--- src/rtl/fmap_pkg.sv ---
// Shared types for the feature-map memory streamers (writer now, reader later).
package fmap_pkg;

  localparam int unsigned FMAP_DATA_W = 32;

  typedef enum logic [1:0] {
    IDLE  = 2'd0,
    WRITE = 2'd1,
    DONE  = 2'd2
  } fmap_wr_state_t;

endpackage

--- src/rtl/fmap_writer.sv ---
// Snapshots a packed feature map on start and streams it word by word into a memory write port.
// Optional checksum output enabled by defining FMAP_WRITER_CSUM_EN.
module fmap_writer
  import fmap_pkg::*;
#(
  parameter int unsigned MAP_WIDTH = 3,
  parameter int unsigned DATA_W    = FMAP_DATA_W,
  parameter int unsigned ADDR_W    = 8,
  parameter int unsigned BASE_ADDR = 0
) (
  input  logic                                   clk,
  input  logic                                   reset,
  input  logic                                   start,
  input  logic [MAP_WIDTH*MAP_WIDTH*DATA_W-1:0]  in_map,
  output logic                                   busy,
  output logic                                   done,
  output logic [ADDR_W-1:0]                      mem_addr,
  output logic [DATA_W-1:0]                      mem_wdata,
  output logic                                   mem_we,
  input  logic                                   mem_ready
`ifdef FMAP_WRITER_CSUM_EN
  ,
  output logic [DATA_W-1:0]                      csum
`endif
);

  localparam int unsigned N        = MAP_WIDTH * MAP_WIDTH;
  localparam int unsigned MAP_BITS = N * DATA_W;
  localparam int unsigned IDX_W    = (N > 1) ? $clog2(N) : 1;
  localparam int unsigned SEL_W    = (MAP_BITS > 1) ? $clog2(MAP_BITS) : 1;

  fmap_wr_state_t          state_q, state_d;
  logic [IDX_W-1:0]        idx_q, idx_d, idx_inc;
  logic [MAP_BITS-1:0]     snap_q, snap_d;
  logic [ADDR_W-1:0]       addr_d;
  logic [DATA_W-1:0]       wdata_d, next_word;
  logic [SEL_W-1:0]        sel_base;
  logic                    we_d, done_d, busy_d;
`ifdef FMAP_WRITER_CSUM_EN
  logic [DATA_W-1:0]       csum_d;
`endif

  assign idx_inc   = idx_q + IDX_W'(1);
  assign sel_base  = SEL_W'(idx_inc) * SEL_W'(DATA_W);
  assign next_word = snap_q[sel_base +: DATA_W];

  // Next-state and next-output logic; every output is registered below.
  always_comb begin
    state_d = state_q;
    idx_d   = idx_q;
    snap_d  = snap_q;
    addr_d  = mem_addr;
    wdata_d = mem_wdata;
    we_d    = 1'b0;
    done_d  = 1'b0;
`ifdef FMAP_WRITER_CSUM_EN
    csum_d  = csum;
`endif
    unique case (state_q)
      IDLE: begin
        if (start) begin
          state_d = WRITE;
          snap_d  = in_map;
          idx_d   = '0;
          we_d    = 1'b1;
          addr_d  = ADDR_W'(BASE_ADDR);
          wdata_d = in_map[DATA_W-1:0];
`ifdef FMAP_WRITER_CSUM_EN
          csum_d  = '0;
`endif
        end
      end
      WRITE: begin
        we_d = 1'b1;
        if (mem_ready) begin
`ifdef FMAP_WRITER_CSUM_EN
          csum_d = csum + mem_wdata;
`endif
          if (idx_q == IDX_W'(N - 1)) begin
            state_d = DONE;
            we_d    = 1'b0;
            done_d  = 1'b1;
          end else begin
            idx_d   = idx_inc;
            addr_d  = ADDR_W'(BASE_ADDR) + ADDR_W'(idx_inc);
            wdata_d = next_word;
          end
        end
      end
      DONE: begin
        state_d = IDLE;
      end
      default: begin
        state_d = IDLE;
      end
    endcase
    busy_d = (state_d != IDLE);
  end

  // State, snapshot and output registers.
  always_ff @(posedge clk or negedge reset) begin
    if (!reset) begin
      state_q   <= IDLE;
      idx_q     <= '0;
      snap_q    <= '0;
      mem_addr  <= '0;
      mem_wdata <= '0;
      mem_we    <= 1'b0;
      done      <= 1'b0;
      busy      <= 1'b0;
`ifdef FMAP_WRITER_CSUM_EN
      csum      <= '0;
`endif
    end else begin
      state_q   <= state_d;
      idx_q     <= idx_d;
      snap_q    <= snap_d;
      mem_addr  <= addr_d;
      mem_wdata <= wdata_d;
      mem_we    <= we_d;
      done      <= done_d;
      busy      <= busy_d;
`ifdef FMAP_WRITER_CSUM_EN
      csum      <= csum_d;
`endif
    end
  end

endmodule

--- config.mk ---
export PLATFORM = sky130hd
export DESIGN_NAME = fmap_writer
export DESIGN_NICKNAME = d
export VERILOG_FILES = /design/src/rtl/fmap_pkg.sv /design/src/rtl/fmap_writer.sv
export SDC_FILE = /design/constraint.sdc
export NUM_CORES = 1
export LEC_CHECK = 0
export BUFFER_PORTS_ARGS = -buffer_cell sky130_fd_sc_hd__buf_2
export CORE_MARGIN = 1.5
export CORE_UTILIZATION = 49
export DETAILED_ROUTE_END_ITERATION = 10
export HOLD_SLACK_MARGIN = 0.08
export PLACE_DENSITY = 0.76
export RECOVER_POWER = 100
export SLEW_MARGIN = 20
export SYNTH_ARGS = -nofsm -noshare
export SYNTH_HDL_FRONTEND = slang
export SYNTH_SLANG_ARGS = --single-unit
--- constraint.sdc ---
create_clock -name clk -period 2.3 [get_ports clk]
set_input_delay 0.23 -clock clk [delete_from_list [all_inputs] [get_ports clk]]
set_output_delay 0.23 -clock clk [all_outputs]
set_load 0.01 [all_outputs]
# After elaboration in Yosys (flattened, before gate mapping)
# Cells that the tools add are included.
# totals
regBits,337
input_bits,292
out_inout_bits,43
elab_cells,43
# op_classes
add_sub_neg,1
eq_ne,5
n_shift,1
n_mux,23
n_reduce_logical,5
# op_table
cell,n
288-bit by 10-bit indexed part select with 32-bit output,1
32-bit two-way mux,3
32-bit one-hot mux with 2 select lines,1
8-bit two-way mux,3
8-bit one-hot mux with 2 select lines,1
4-bit two-way mux,3
4-bit one-hot mux with 2 select lines,1
1-bit two-way mux,6
2-bit two-way mux,3
"2-bit inequality test, second input constant",3
"4-bit by 1-bit adder with 4-bit output, second input constant",1
"4-bit == test, second input constant",1
2-bit one-hot mux with 2 select lines,1
4-bit AND reduction,1
2-bit nonzero test,2
"2-bit by 1-bit == test with 1-bit output, second input constant",1
2-bit zero test,1
1-bit one-hot mux with 2 select lines,1
2-bit AND reduction,1

# Longest topological paths before layout
# depth
word_depth,5
ltp_mapped,9

# Worst setup path after synthesis
# No wires, ideal clock.
# synth_timing
path_kind,register to register
start,register mem_addr[0] (netlist name)
end,register mem_wdata[21]
setup_ps,134
arrival_time_ps,2202
required_time_ps,2166
path_slack_ps,-37
stages_incl_launch_ff,10
path_buffers,4
cell_sequence,dfrtp_1 -> buf_2 -> buf_6 -> inv_1 -> ha_1 -> buf_2 -> clkbuf_1 -> mux4_2 -> a32oi_1 -> a211oi_2
# synth_lines
element,line,text
"end signal, assigned",fmap_writer.sv:119,mem_wdata <= wdata_d;
"end, declared",fmap_writer.sv:18,"output logic [DATA_W-1:0] mem_wdata,"

==> impl_metrics.toml <==
[status]
status = "complete, no violations"

[synthesis]
ys_seq_area_share_pct = 55.41
synth_edf_count = 0
synthTopCellsByArea = "dfrtp_1 (55%), mux2_2 (22%), mux4_2 (9.7%)"
syn_inst = 969
synth_seq_cells = 329
synth.distinct_cells = 42
synth_area_um2 = 14860
synthFlopType = "dfrtp_1"
async_reset_ff_share_pct = 100.0
avgSynthCellArea_um2 = 15.33
yosys_warnings = 0
yosysTopAreaCell = "dfrtp_1"
synth.top_cell.area_share_pct = 55.41

[setup_path]
crit_path_end_kind = "flop"
crit_path_start = "mem_addr[1]"
r2r_setup_slack_ps = 110
path_max_fanout = 18
critPathKind = "reg -> reg"
crit_arrival_ps = 2570
worstPathRequired_ps = 2690
reg2reg_from = "mem_addr[1]"
start_kind = "flop"

[routing]
wl_per_cell_um = 23.46
drt_iter0_drc = 716
vias = 11710
wl_um = 47530
ant_nets = 0
via_per_inst = 5.780
drc = 0
drt_pass1_iterations = 5

[clocking]
numCtsBuffers = 37
root_buffer = "clkbuf_16"
worstSkewPairLatency_ps = 520
cts.reportedPaths.clkPinSlew_ps = 60
clkSinkCount = 329
cts_tree = "built"
clk_path_buf_depth = 3
htreeDepth = 2
post_cts_buffers = 0

[die]
start_util_pct = 50.00
die_w_um = 177.1
core_region_area_um2 = 29720
dieArea_um2 = 31380
row_count = 63
die_height_um = 177.1
io_pins = 335

[global_routing]
grtUsageTotal_pct = 30.68
met3_usage_pct = 5.434
use_met1_pct = 36.04
grt_max_degree = 94
met2_usage_pct = 54.46
busiest_layer = "met2"
grt_overflow_total = 0
grt_pass1_vias = 13349
grt_pass1_wl_um = 73090
antenna_found_initial = 8

[sta]
worst_slack_ps = 114.1
drv_slew = 0
tns_ps = 0
worst_pin_slew_ps = 1194
clock_skew_ps = 16.94
period_share_pct = 95.04
setup_viol = 0
final_hold_viol_count = 0
finalCriticalPeriod_ps = 2186
max_slew_margin_pct = 20.40
rsz0062_at_grt = "false"
fmax_mhz = 457.5

[layout]
nFillCells = 1854
final_common_cell = "dfrtp_1"
multiInputGateArea_um2 = 6193
final_cell_mix = "dfrtp_1 (326), buf_2 (293), dlygate4sd3_1 (290)"
area_growth_pct = 42.19
final_area_um2 = 21130
ff_latch_area_um2 = 8239
drive_gt1_share_pct = 47.20
final_nets = 1894

[place]
dp.final_hpwl_um = 27230
globalplace.congestion = 0.7751
io_buffers = 330
post_dp_cell_area_um2 = 17250
pre_cts_ws_ps = 128.0

[power]
p_leak_nw = 9.025
vdd.ir_drop.worst_uv = 903.5
power_mw = 28.48
power_density_nw_per_um2 = 1348

[min_path]
worstHoldPathType = "in -> async"

[job]
drv_cap = 0
==> routing by layer <==
metal / wire length [µm] / up-vias
met4: 1943 / 0
met1: 17700 / 6017
met3: 3028 / 143
met5: 0 / -
li1: - / 4978
met2: 24860 / 572
==> flip-flops by register name (all words and copies together) (netlist names) <==
name       flops
state_q        2
mem_wdata     32
mem_addr       4
mem_we         1
snap_q       288
done           1
busy           1
==> synth_stat cells (all sizes together) (2+ instances only) <==
| cell | count |
|---|---|
| ha | 2 |
| nor3 | 2 |
| mux4 | 64 |
| buf | 60 |
| and3 | 2 |
| nor4 | 32 |
| clkbuf | 24 |
| a32oi | 32 |
| and3b | 2 |
| nand2 | 6 |
| inv | 4 |
| dfrtp | 329 |
| a21oi | 64 |
| nand2b | 2 |
| mux2 | 288 |
| a21o | 3 |
| o22ai | 2 |
| a211oi | 32 |
| nand3 | 2 |
==> area by class of cell <==
cell class | instances | area share [%]
Multi-Input combinational cell | 554 | 29.31
Tap cell | 390 | 2.310
Sequential cell | 329 | 39.00
Antenna cell | 9 | 0.1066
Clock buffer | 57 | 5.117
Clock inverter | 9 | 0.7343
Timing Repair Buffer | 673 | 23.33
Inverter | 5 | 0.08883
==> critical path, cell delays in order (launching register included) <==
cell,delay [ps]
dfrtp_1,460
inv_1,120
ha_4,520
buf_6,280
mux4_2,330
a32oi_1,240
a211oi_2,110
==> cell families after synthesis <==
group                    synth area share, %
other                                0.02524
buffers and inverters                  3.090
AO/OA/AOI/OAI                          7.410
multiplexers                           31.59
XOR/XNOR                             0.05895
adder cells (fa/ha/maj)               0.1684
AND/OR/NAND/NOR                        2.248
flip-flops                             55.41
==> timing repair <==
action / CTS / global route
endpoints found under the hold margin: 372 / 0
resized for setup: 0 / 1
setup endpoints to repair: 0 / 1
hold buffers: 290 / 0
==> final timing paths <==
kind	to	cells after the start
worst max-delay path	mem_wdata[3]	6
worst min-delay path	snap_q[64]	2
worst max register to register	mem_wdata[3]	6
worst min register to register	snap_q[98]	1
max in group asynchronous	snap_q[149]	3
min in group clk	snap_q[287]	5
==> through the flow <==
step | hold slack (ps) | std cells | utilization, %
6_report | 237.1 | 2026 | 71.10
5_1_grt | 287.2 | 2025 | 71.09
4_1_cts | 297.7 | 2017 | 71.98
3_5_place_dp | 238.0 | 1661 | 58.05
3_3_place_gp | 237.9 | 1661 | 58.05
2_1_floorplan | -65.59 | 972 | -
==> power by group <==
group	total [mW]	switching, mW	internal [mW]
Clock	6.06	2.37	3.69
Combinational	11.8	5.43	6.38
Sequential	10.6	1.84	8.77
Total	28.5	9.64	18.8
No activity file was read; power rests on OpenSTA's default activity.
